<file path="config.mk">
export PLATFORM = sky130hd
export DESIGN_NAME = conv_stream_loader_flat
export DESIGN_NICKNAME = d
export VERILOG_FILES = /design/src/rtl/conv_stream_loader_if.sv /design/src/rtl/conv_stream_loader.sv /design/src/flat_wrapper.sv
export SDC_FILE = /design/constraint.sdc
export NUM_CORES = 1
export LEC_CHECK = 0
export BUFFER_PORTS_ARGS = -buffer_cell sky130_fd_sc_hd__buf_4
export CORE_ASPECT_RATIO = 1.25
export CORE_UTILIZATION = 54
export DETAILED_ROUTE_END_ITERATION = 7
export PLACE_DENSITY = 0.87
export SYNTH_ARGS = -nofsm -noshare
export SYNTH_HDL_FRONTEND = slang
export SYNTH_SLANG_ARGS = --single-unit
</file>
<file path="constraint.sdc">
create_clock -name clk -period 3.2 [get_ports clk]
set_clock_uncertainty 0.1 [all_clocks]
set_input_delay 0.32 -clock clk [delete_from_list [all_inputs] [get_ports clk]]
set_output_delay 0.32 -clock clk [all_outputs]
set_load 0.05 [all_outputs]
</file>
<file path="src/rtl/conv_stream_loader_if.sv">
// Stream, buffer and status bundle for conv_stream_loader.
// The master modport is the loader side and the slave modport is the DDR/buffer environment side.
`timescale 1ns/1ps
interface conv_stream_loader_if #(
    parameter int DATA_WIDTH = 64,
    parameter int B_PARA     = 64
);
    logic                  start;
    logic [DATA_WIDTH-1:0] s_tdata;
    logic                  s_tvalid;
    logic                  s_tlast;
    logic                  s_tready;
    logic                  fb_full;
    logic                  wb_full;
    logic [B_PARA-1:0]     para;
    logic                  para_we;
    logic                  wb_we;
    logic                  wb_clr;
    logic                  fb_we;
    logic                  fb_clr;
    logic [DATA_WIDTH-1:0] dout;
    logic                  busy;
    logic                  done;
    logic                  err;

    modport master (
        input  start, s_tdata, s_tvalid, s_tlast, fb_full, wb_full,
        output s_tready, para, para_we, wb_we, wb_clr, fb_we, fb_clr, dout, busy, done, err
    );

    modport slave (
        output start, s_tdata, s_tvalid, s_tlast, fb_full, wb_full,
        input  s_tready, para, para_we, wb_we, wb_clr, fb_we, fb_clr, dout, busy, done, err
    );
endinterface

</file>
<file path="src/rtl/conv_stream_loader.sv">
// Layer loader: clears the buffers, takes a parameter word and a count word, then streams weights and features.
// Optional tlast framing check enabled by defining CONV_STREAM_LOADER_TLAST_CHK_EN.
`timescale 1ns/1ps
module conv_stream_loader #(
    parameter int DATA_WIDTH = 64,
    parameter int B_PARA     = 64,
    parameter int B_CNT      = 32
) (
    input  logic                 clk,
    input  logic                 rstn,
    conv_stream_loader_if.master bus
);

    typedef enum logic [2:0] {
        IDLE,
        CLR,
        HDR_PARA,
        HDR_CNT,
        WEI,
        FTM,
        FIN
    } state_t;

    state_t                r_state;
    logic [B_PARA-1:0]     r_para;
    logic                  r_para_we;
    logic                  r_wb_we;
    logic                  r_fb_we;
    logic                  r_clr;
    logic                  r_busy;
    logic                  r_done;
    logic [DATA_WIDTH-1:0] r_dout;
    logic [B_CNT-1:0]      r_wei_cnt;
    logic [B_CNT-1:0]      r_ftm_cnt;

    logic                  w_ready;
    logic                  w_accept;
    logic [B_CNT-1:0]      w_hdr_wei;
    logic [B_CNT-1:0]      w_hdr_ftm;

    // Ready is a pure decode of the state and the buffer full flags, held low throughout reset.
    always_comb begin
        w_ready = 1'b0;
        case (r_state)
            HDR_PARA: w_ready = 1'b1;
            HDR_CNT:  w_ready = 1'b1;
            WEI:      w_ready = !bus.wb_full;
            FTM:      w_ready = !bus.fb_full;
            default:  w_ready = 1'b0;
        endcase
        if (!rstn) begin
            w_ready = 1'b0;
        end
    end

    assign w_accept  = bus.s_tvalid && w_ready;
    assign w_hdr_wei = bus.s_tdata[B_CNT-1:0];
    assign w_hdr_ftm = bus.s_tdata[32+B_CNT-1:32];

    // A count of zero skips its section entirely, so the header decides the first data section.
    always_ff @(posedge clk) begin
        if (!rstn) begin
            r_state   <= IDLE;
            r_para    <= '0;
            r_para_we <= 1'b0;
            r_wb_we   <= 1'b0;
            r_fb_we   <= 1'b0;
            r_clr     <= 1'b0;
            r_busy    <= 1'b0;
            r_done    <= 1'b0;
            r_dout    <= '0;
            r_wei_cnt <= '0;
            r_ftm_cnt <= '0;
        end else begin
            r_para_we <= 1'b0;
            r_wb_we   <= 1'b0;
            r_fb_we   <= 1'b0;
            r_clr     <= 1'b0;
            r_done    <= 1'b0;
            case (r_state)
                IDLE: begin
                    if (bus.start) begin
                        r_state <= CLR;
                        r_clr   <= 1'b1;
                        r_busy  <= 1'b1;
                    end
                end
                CLR: begin
                    r_state <= HDR_PARA;
                end
                HDR_PARA: begin
                    if (w_accept) begin
                        r_para    <= bus.s_tdata[B_PARA-1:0];
                        r_para_we <= 1'b1;
                        r_state   <= HDR_CNT;
                    end
                end
                HDR_CNT: begin
                    if (w_accept) begin
                        r_wei_cnt <= w_hdr_wei;
                        r_ftm_cnt <= w_hdr_ftm;
                        if (w_hdr_wei != '0) begin
                            r_state <= WEI;
                        end else if (w_hdr_ftm != '0) begin
                            r_state <= FTM;
                        end else begin
                            r_state <= FIN;
                            r_done  <= 1'b1;
                        end
                    end
                end
                WEI: begin
                    if (w_accept) begin
                        r_dout    <= bus.s_tdata;
                        r_wb_we   <= 1'b1;
                        r_wei_cnt <= r_wei_cnt - B_CNT'(1);
                        if (r_wei_cnt == B_CNT'(1)) begin
                            if (r_ftm_cnt != '0) begin
                                r_state <= FTM;
                            end else begin
                                r_state <= FIN;
                                r_done  <= 1'b1;
                            end
                        end
                    end
                end
                FTM: begin
                    if (w_accept) begin
                        r_dout    <= bus.s_tdata;
                        r_fb_we   <= 1'b1;
                        r_ftm_cnt <= r_ftm_cnt - B_CNT'(1);
                        if (r_ftm_cnt == B_CNT'(1)) begin
                            r_state <= FIN;
                            r_done  <= 1'b1;
                        end
                    end
                end
                FIN: begin
                    r_state <= IDLE;
                    r_busy  <= 1'b0;
                end
                default: begin
                    r_state <= IDLE;
                    r_busy  <= 1'b0;
                end
            endcase
        end
    end

`ifdef CONV_STREAM_LOADER_TLAST_CHK_EN
    logic w_last_beat;
    logic r_err;

    // The final beat is the last feature word, the last weight word when there are no features,
    // or the count word itself when both sections are empty.
    always_comb begin
        w_last_beat = 1'b0;
        case (r_state)
            HDR_CNT: w_last_beat = (w_hdr_wei == '0) && (w_hdr_ftm == '0);
            WEI:     w_last_beat = (r_wei_cnt == B_CNT'(1)) && (r_ftm_cnt == '0);
            FTM:     w_last_beat = (r_ftm_cnt == B_CNT'(1));
            default: w_last_beat = 1'b0;
        endcase
    end

    // Sticky framing error; loading carries on regardless and only a new start or reset clears it.
    always_ff @(posedge clk) begin
        if (!rstn) begin
            r_err <= 1'b0;
        end else if (r_state == IDLE && bus.start) begin
            r_err <= 1'b0;
        end else if (w_accept && (bus.s_tlast != w_last_beat)) begin
            r_err <= 1'b1;
        end
    end

    assign bus.err = r_err;
`else
    assign bus.err = 1'b0;
`endif

    assign bus.s_tready = w_ready;
    assign bus.para     = r_para;
    assign bus.para_we  = r_para_we;
    assign bus.wb_we    = r_wb_we;
    assign bus.fb_we    = r_fb_we;
    assign bus.wb_clr   = r_clr;
    assign bus.fb_clr   = r_clr;
    assign bus.dout     = r_dout;
    assign bus.busy     = r_busy;
    assign bus.done     = r_done;

endmodule
</file>
<file path="src/flat_wrapper.sv">
// flat-port wrapper written by rule: the top's interface ports become plain ports
module conv_stream_loader_flat 
#(
    parameter int DATA_WIDTH = 64,
    parameter int B_PARA     = 64,
    parameter int B_CNT      = 32
)
  (clk, rstn, bus_start, bus_s_tdata, bus_s_tvalid, bus_s_tlast, bus_fb_full, bus_wb_full, bus_s_tready, bus_para, bus_para_we, bus_wb_we, bus_wb_clr, bus_fb_we, bus_fb_clr, bus_dout, bus_busy, bus_done, bus_err);
  conv_stream_loader_if #(.DATA_WIDTH(DATA_WIDTH), .B_PARA(B_PARA)) bus_i ();
  input  logic clk;
  input  logic rstn;
  input wire logic [$bits(bus_i.start)-1:0] bus_start;
  input wire logic [$bits(bus_i.s_tdata)-1:0] bus_s_tdata;
  input wire logic [$bits(bus_i.s_tvalid)-1:0] bus_s_tvalid;
  input wire logic [$bits(bus_i.s_tlast)-1:0] bus_s_tlast;
  input wire logic [$bits(bus_i.fb_full)-1:0] bus_fb_full;
  input wire logic [$bits(bus_i.wb_full)-1:0] bus_wb_full;
  output wire logic [$bits(bus_i.s_tready)-1:0] bus_s_tready;
  output wire logic [$bits(bus_i.para)-1:0] bus_para;
  output wire logic [$bits(bus_i.para_we)-1:0] bus_para_we;
  output wire logic [$bits(bus_i.wb_we)-1:0] bus_wb_we;
  output wire logic [$bits(bus_i.wb_clr)-1:0] bus_wb_clr;
  output wire logic [$bits(bus_i.fb_we)-1:0] bus_fb_we;
  output wire logic [$bits(bus_i.fb_clr)-1:0] bus_fb_clr;
  output wire logic [$bits(bus_i.dout)-1:0] bus_dout;
  output wire logic [$bits(bus_i.busy)-1:0] bus_busy;
  output wire logic [$bits(bus_i.done)-1:0] bus_done;
  output wire logic [$bits(bus_i.err)-1:0] bus_err;
  assign bus_i.start = bus_start;
  assign bus_i.s_tdata = bus_s_tdata;
  assign bus_i.s_tvalid = bus_s_tvalid;
  assign bus_i.s_tlast = bus_s_tlast;
  assign bus_i.fb_full = bus_fb_full;
  assign bus_i.wb_full = bus_wb_full;
  assign bus_s_tready = bus_i.s_tready;
  assign bus_para = bus_i.para;
  assign bus_para_we = bus_i.para_we;
  assign bus_wb_we = bus_i.wb_we;
  assign bus_wb_clr = bus_i.wb_clr;
  assign bus_fb_we = bus_i.fb_we;
  assign bus_fb_clr = bus_i.fb_clr;
  assign bus_dout = bus_i.dout;
  assign bus_busy = bus_i.busy;
  assign bus_done = bus_i.done;
  assign bus_err = bus_i.err;
  conv_stream_loader #(.DATA_WIDTH(DATA_WIDTH), .B_PARA(B_PARA), .B_CNT(B_CNT)) u_core (.clk(clk), .rstn(rstn), .bus(bus_i));
endmodule
</file>
==> results.cfg, run 1 <==
[final_layout]
final_cell_mix = nand2_1 (322), buf_4 (223), dfxtp_1 (201)
final_util_pct = 72.5
nNetsFinal = 1478
n_antenna_cell = 0
drive_gt1_share_pct = 20.1
final_common_cell = nand2_1
syn_to_final_growth_pct = 31.0

[critical_path]
r2r_setup_slack_ns = 0.36
worst-path-buf-inv = 0
critPathLaunch = u_core.r_ftm_cnt[16]
worstPathMaxFanout = 7
path_cells = nor4_1, nand2_1, nor3_1, o22ai_1, a221oi_1, mux2i_1
crit_cells = 6
critPathMaxStageDelay_ns = 0.60
reg2reg_to = u_core.r_state[0]
endpoint = u_core.r_state[0]
worst_setup_path_end_kind = flop
required_ns = 3.54
cp.arrival_ns = 3.17
path_delay_family = simple AND/OR/NAND/NOR gates
r2r_cells = 6
path_class = reg2reg
startpoint_type = flop
slowest_stage = nor3_1
timing.rr.start = u_core.r_ftm_cnt[16]

[logic_synthesis]
syn_nets = 1276
synth_edf_count = 0
synth_top_cell_by_area = dfxtp_1
ys_types = 62
netlist_instances = 1201
synth_flop_cell = dfxtp_1
ys_seq_elements = 201
ys.warnings.count = 0
syn_area_per_cell_um2 = 7.47
async_flop_share_pct = 0
yosysSeqAreaShare_pct = 44.8
synth.cell_area_um2 = 8970
synth_top_area_share_pct = 44.8
netlist_top_cells_area = dfxtp_1 (45%), nand2_1 (13%), a21oi_1 (10%)

[status]
status = finished, final reports clean

[sta]
final_hold_viol_count = 0
rsz0062_at_grt = false
fmax_ghz = 0.353
hold-worst-slack_ns = 0.00774
setup_violations = 0
report.final.slew_viol_count = 0
min_period_ns = 2.84
worstMarginPinSlew_ns = 0.908
tns_ns = 0
finalCritPeriodShare_pct = 88.6
slew_headroom_pct = 39.5

[clocking]
cts_hold_buf = 42
clk_pin_slew_worst_paths_ns = 0.06
post-cts-setup-buffer-count = 0
clock_sinks = 201
clock-root-buffer = clkbuf_16
cts_made_buffers = 20
insertion_delay_ns = 0.51
cts_resized = 0
cts.htree.levels = 1
cts_tree = done
clock_path_buffers = 3

[detailed_routing]
antenna_left = 0
drc_errors = 0
drtIter0Drc = 911
via_per_inst = 6.07
wl_per_cell_um = 19.0
drt_wl_total_um = 31000
route.vias.total = 9910
dr.pass1.iters = 5

[place]
hpwl_um = 19700
place_congestion = 0.895
portBuffers = 205

[die]
die_area_um2 = 17100
initial_core_util_pct = 55.4
row_count = 52
placeableCoreArea_um2 = 16200
die_y_um = 146
io_pins = 208
fp.dieW_um = 117

[global_route]
antenna_found_initial = 0
grt_pass1_vias = 9530
grtUsageTotal_pct = 36.0
grt-ovfl-total = 0
grt_max_degree = 111
grt_pass1_wl_um = 48700

[min_path]
hold_class = in2reg

[pwr]
power.leakage_nw = 4.61
cellPowerDensity_nw_per_um2 = 576
peakVddDrop_uv = 505

[job]
cap_violations = 0
==> cell usage after synthesis (7+ instances only) <==
cell type  instances
nor2_1            89
or4_1              7
clkbuf_1          78
nand2_1          322
nor3_1            25
a22oi_1           16
or3_1              9
nand4_1            8
nor4_1            28
o31ai_1            8
dfxtp_1          201
nand3_1           18
a31oi_1            8
o21a_1             8
o221a_2            7
a21oi_1          188
o21ai_0           57
inv_1             11
==> routing by layer <==
metal / routed length (um) / GRT usage (%)
met5: 0 / 0
met4: 2400 / 25.6
met3: 2750 / 7.26
met2: 14900 / 60.4
met1: 10900 / 40.0
==> where the power goes <==
| part | switching [W] | total (W) | internal [W] |
|---|---|---|---|
| Sequential | 0.000111 | 0.00272 | 0.00261 |
| Clock | 0.00101 | 0.00247 | 0.00146 |
| Combinational | 0.00104 | 0.00158 | 0.000533 |
==> cell type report <==
type	count	area [um^2]
clock buffers	30	638
clock inverters	5	61.3
fillers	1181	4450
inverters	11	43.8
multi-input cells	902	4580
flip-flops and latches	201	4020
well taps	216	270
repair buffers	267	2130
==> worst min-delay path by stage <==
stage	from	slack (ns)	to	cells past startpoint
global placement	u_core.bus.busy	0.34	u_core.bus.busy	1
CTS	bus_s_tdata[42]	0.0007	u_core.bus.dout[42]	3
finish	bus_s_tdata[43]	0.008	u_core.bus.para[43]	3
global route	bus_s_tdata[54]	0.01	u_core.bus.dout[54]	3
floorplan	u_core.r_wei_cnt[31]	0.34	u_core.r_wei_cnt[31]	1
detailed placement	u_core.bus.para[22]	0.35	u_core.bus.para[22]	2
==> registers in the layout (all words and copies together), names as in the netlist <==
name,cells
u_core.bus.dout,64
u_core.bus.para,64
u_core.r_ftm_cnt,32
u_core.r_wei_cnt,32
u_core.r_state,3
u_core.bus.busy,1
u_core.bus.done,1
u_core.bus.fb_clr,1
u_core.bus.fb_we,1
u_core.bus.para_we,1
u_core.bus.wb_we,1
==> worst register-to-register path, cell delays in order (launching register included) <==
cell      delay (ns)
dfxtp_1         0.37
nor4_1          0.51
nand2_1         0.30
nor3_1          0.60
o22ai_1         0.23
a221oi_1        0.44
mux2i_1         0.23
==> logic make-up after synthesis <==
kind of cell / Yosys count / synth area share (%)
XOR/XNOR: 1 / 0.0976
buffers and inverters: 98 / 4.28
adder cells (fa/ha/maj): 4 / 0.558
multiplexers: 5 / 0.558
other: 1 / 0.0418
AND/OR/NAND/NOR: 545 / 26.7
AO/OA/AOI/OAI: 346 / 22.9
flip-flops: 201 / 44.8
==> metrics by stage <==
stage | worst slack (ns) | instances | cell area, um^2 | total power [W]
3_5_place_dp | 0.493 | 1555 | 10600 | 0.00426
3_3_place_gp | 0.556 | 1555 | 10600 | 0.00422
4_1_cts | 0.488 | 1632 | 11800 | 0.00673
5_1_grt | 0.312 | 1632 | 11800 | 0.00698
2_1_floorplan | 0.625 | 1201 | 8970 | 0.00380
6_report | 0.364 | 1632 | 11800 | 0.00677
Power figures use the tool's default switching activity.
==> run 2: changes to the inputs <==
CORE_UTILIZATION = 30   (was 54)
PLACE_DENSITY = 0.57   (was 0.87)
==> run 2 against run 1 <==
Against the previous run: critical path depth unchanged; worst hold slack better by 0.10 ns; largest power group is now the clock network; non-clock buffer count up 33; sequential share of layout area down 2.0 points; first-iteration DRC count down 38%.
==> results.cfg, run 2 (same netlist as run 1, synthesis figures left out) <==
[status]
status = finished, final reports clean

[critical_path]
startpoint_type = flop
crit_cells = 6
path_delay_family = simple AND/OR/NAND/NOR gates
worst_setup_path_end_kind = flop
worst-path-buf-inv = 0
path_class = reg2reg
cp.arrival_ns = 3.09
path_cells = or4_1, or4_4, nor3_4, a21oi_1, a41o_1, a221oi_2
reg2reg_to = u_core.r_ftm_cnt[27]
critPathMaxStageDelay_ns = 0.66
slowest_stage = or4_1
worstPathMaxFanout = 7
required_ns = 3.52
r2r_setup_slack_ns = 0.43
critPathLaunch = u_core.r_ftm_cnt[9]
endpoint = u_core.r_ftm_cnt[27]
r2r_cells = 6
timing.rr.start = u_core.r_ftm_cnt[9]

[sta]
finalCritPeriodShare_pct = 86.7
tns_ns = 0
final_hold_viol_count = 0
report.final.slew_viol_count = 0
min_period_ns = 2.77
fmax_ghz = 0.361
rsz0062_at_grt = false
worstMarginPinSlew_ns = 0.927
setup_violations = 0
slew_headroom_pct = 38.2
hold-worst-slack_ns = 0.111

[detailed_routing]
drc_errors = 0
antenna_left = 0
dr.pass1.iters = 5
wl_met3_um = 1370
drt_wl_total_um = 30800
highest_layer = met4
wl_per_cell_um = 16.6
route.vias.total = 9391
drtIter0Drc = 566
via_per_inst = 5.07
routed-wl-met2_um = 16300
wl_met1_um = 12300

[die]
io_pins = 208
fp.dieW_um = 157
die_y_um = 195
row_count = 70
initial_core_util_pct = 30.6
placeableCoreArea_um2 = 29300
die_area_um2 = 30600

[place]
place_congestion = 0.825
portBuffers = 205
hpwl_um = 20800

[clocking]
clock_sinks = 201
post-cts-setup-buffer-count = 0
cts_resized = 0
clock_path_buffers = 3
cts.htree.levels = 1
insertion_delay_ns = 0.52
cts_made_buffers = 24
cts_tree = done
clock-root-buffer = clkbuf_16
clk_pin_slew_worst_paths_ns = 0.06

[global_route]
grtUsageTotal_pct = 19.9
grt_max_degree = 70
grt-ovfl-total = 0
antenna_found_initial = 0
grt_pass1_vias = 8842
grt_pass1_wl_um = 48300

[final_layout]
syn_to_final_growth_pct = 39.1
final_common_cell = nand2_1
drive_gt1_share_pct = 20.7
nNetsFinal = 1515
n_antenna_cell = 0
final_cell_mix = nand2_1 (322), buf_4 (235), dfxtp_1 (201)

[pwr]
comb_power_share_pct = 21.6
netSwitchingPower_w = 0.00225
p_seq_share_pct = 36.3
p_sw_share_pct = 30.3
peakVddDrop_uv = 373
power.leakage_nw = 4.83
pwr-share-clk_pct = 42.0
cellPowerDensity_nw_per_um2 = 596
internal_power_w = 0.00518

[job]
cap_violations = 0

[min_path]
hold_class = in2reg
-- run 2: changes by cell type in the layout (fill, tap and decap cells not counted), moves of 2 or more --
cell,change
inv_6,+2
clkinv_2,-3
clkbuf_8,-6
buf_4,+12
clkinvlp_4,+3
bufinv_16,+5
clkbuf_1,+2
dlygate4sd3_1,+22
clkbuf_16,+5
-- run 2: routing by layer --
layer  up-vias  track usage (%)
met3        48             2.57
met2       255             36.5
met1      4406             23.4
li1       4682                -
met5         -                0
met4         0             6.46
-- run 2: worst min path at each step --
stage                               from              endpoint  slack [ns]  cells after the start
floorplan           u_core.r_wei_cnt[31]  u_core.r_wei_cnt[31]        0.34                      1
detailed placement   u_core.bus.dout[48]   u_core.bus.dout[48]        0.35                      2
CTS                         bus_s_tvalid     u_core.r_state[1]        0.09                      3
finish                      bus_s_tvalid     u_core.r_state[1]        0.11                      3
global route                bus_s_tvalid     u_core.r_state[1]        0.12                      3
global placement     u_core.bus.dout[46]   u_core.bus.dout[46]        0.34                      2
-- run 2: final cells by class --
type,count,area [um^2]
fillers,2987,16900
multi-input cells,902,4580
flip-flops and latches,201,4020
repair buffers,300,2420
clock buffers,31,688
well taps,396,495
clock inverters,11,220
inverters,11,46.3
-- run 2: power by group through the flow --
stage                     combinational (W)  clock, W  sequential, W
after detailed placement            0.00155         0        0.00275
after global routing                0.00176   0.00329        0.00272
final                               0.00161   0.00312        0.00270
after CTS                           0.00162   0.00320        0.00270
after floorplan                    0.000874         0        0.00292
after global placement              0.00154         0        0.00275
-- run 2: worst min-delay path: stages --
cell and delay (ns):
buf_4 0.13, nor2_1 0.10, a32o_1 0.13
-- run 2: what timing repair did --
action / 4_1_cts / 5_1_grt
hold buffers: 64 / 0
endpoints found under the hold margin: 128 / 0
endpoints found under the setup margin: 0 / 0
-- run 2: metrics by stage --
stage / power (W) / util (%) / setup WS [ns] / instances / area [um^2]
floorplan: 0.00380 / - / 0.625 / 1201 / 8970
global placement: 0.00429 / 37.3 / 0.509 / 1746 / 10900
detailed placement: 0.00430 / 37.3 / 0.475 / 1746 / 10900
CTS: 0.00752 / 42.5 / 0.429 / 1852 / 12500
global route: 0.00777 / 42.5 / 0.306 / 1852 / 12500
finish: 0.00743 / 42.5 / 0.427 / 1852 / 12500
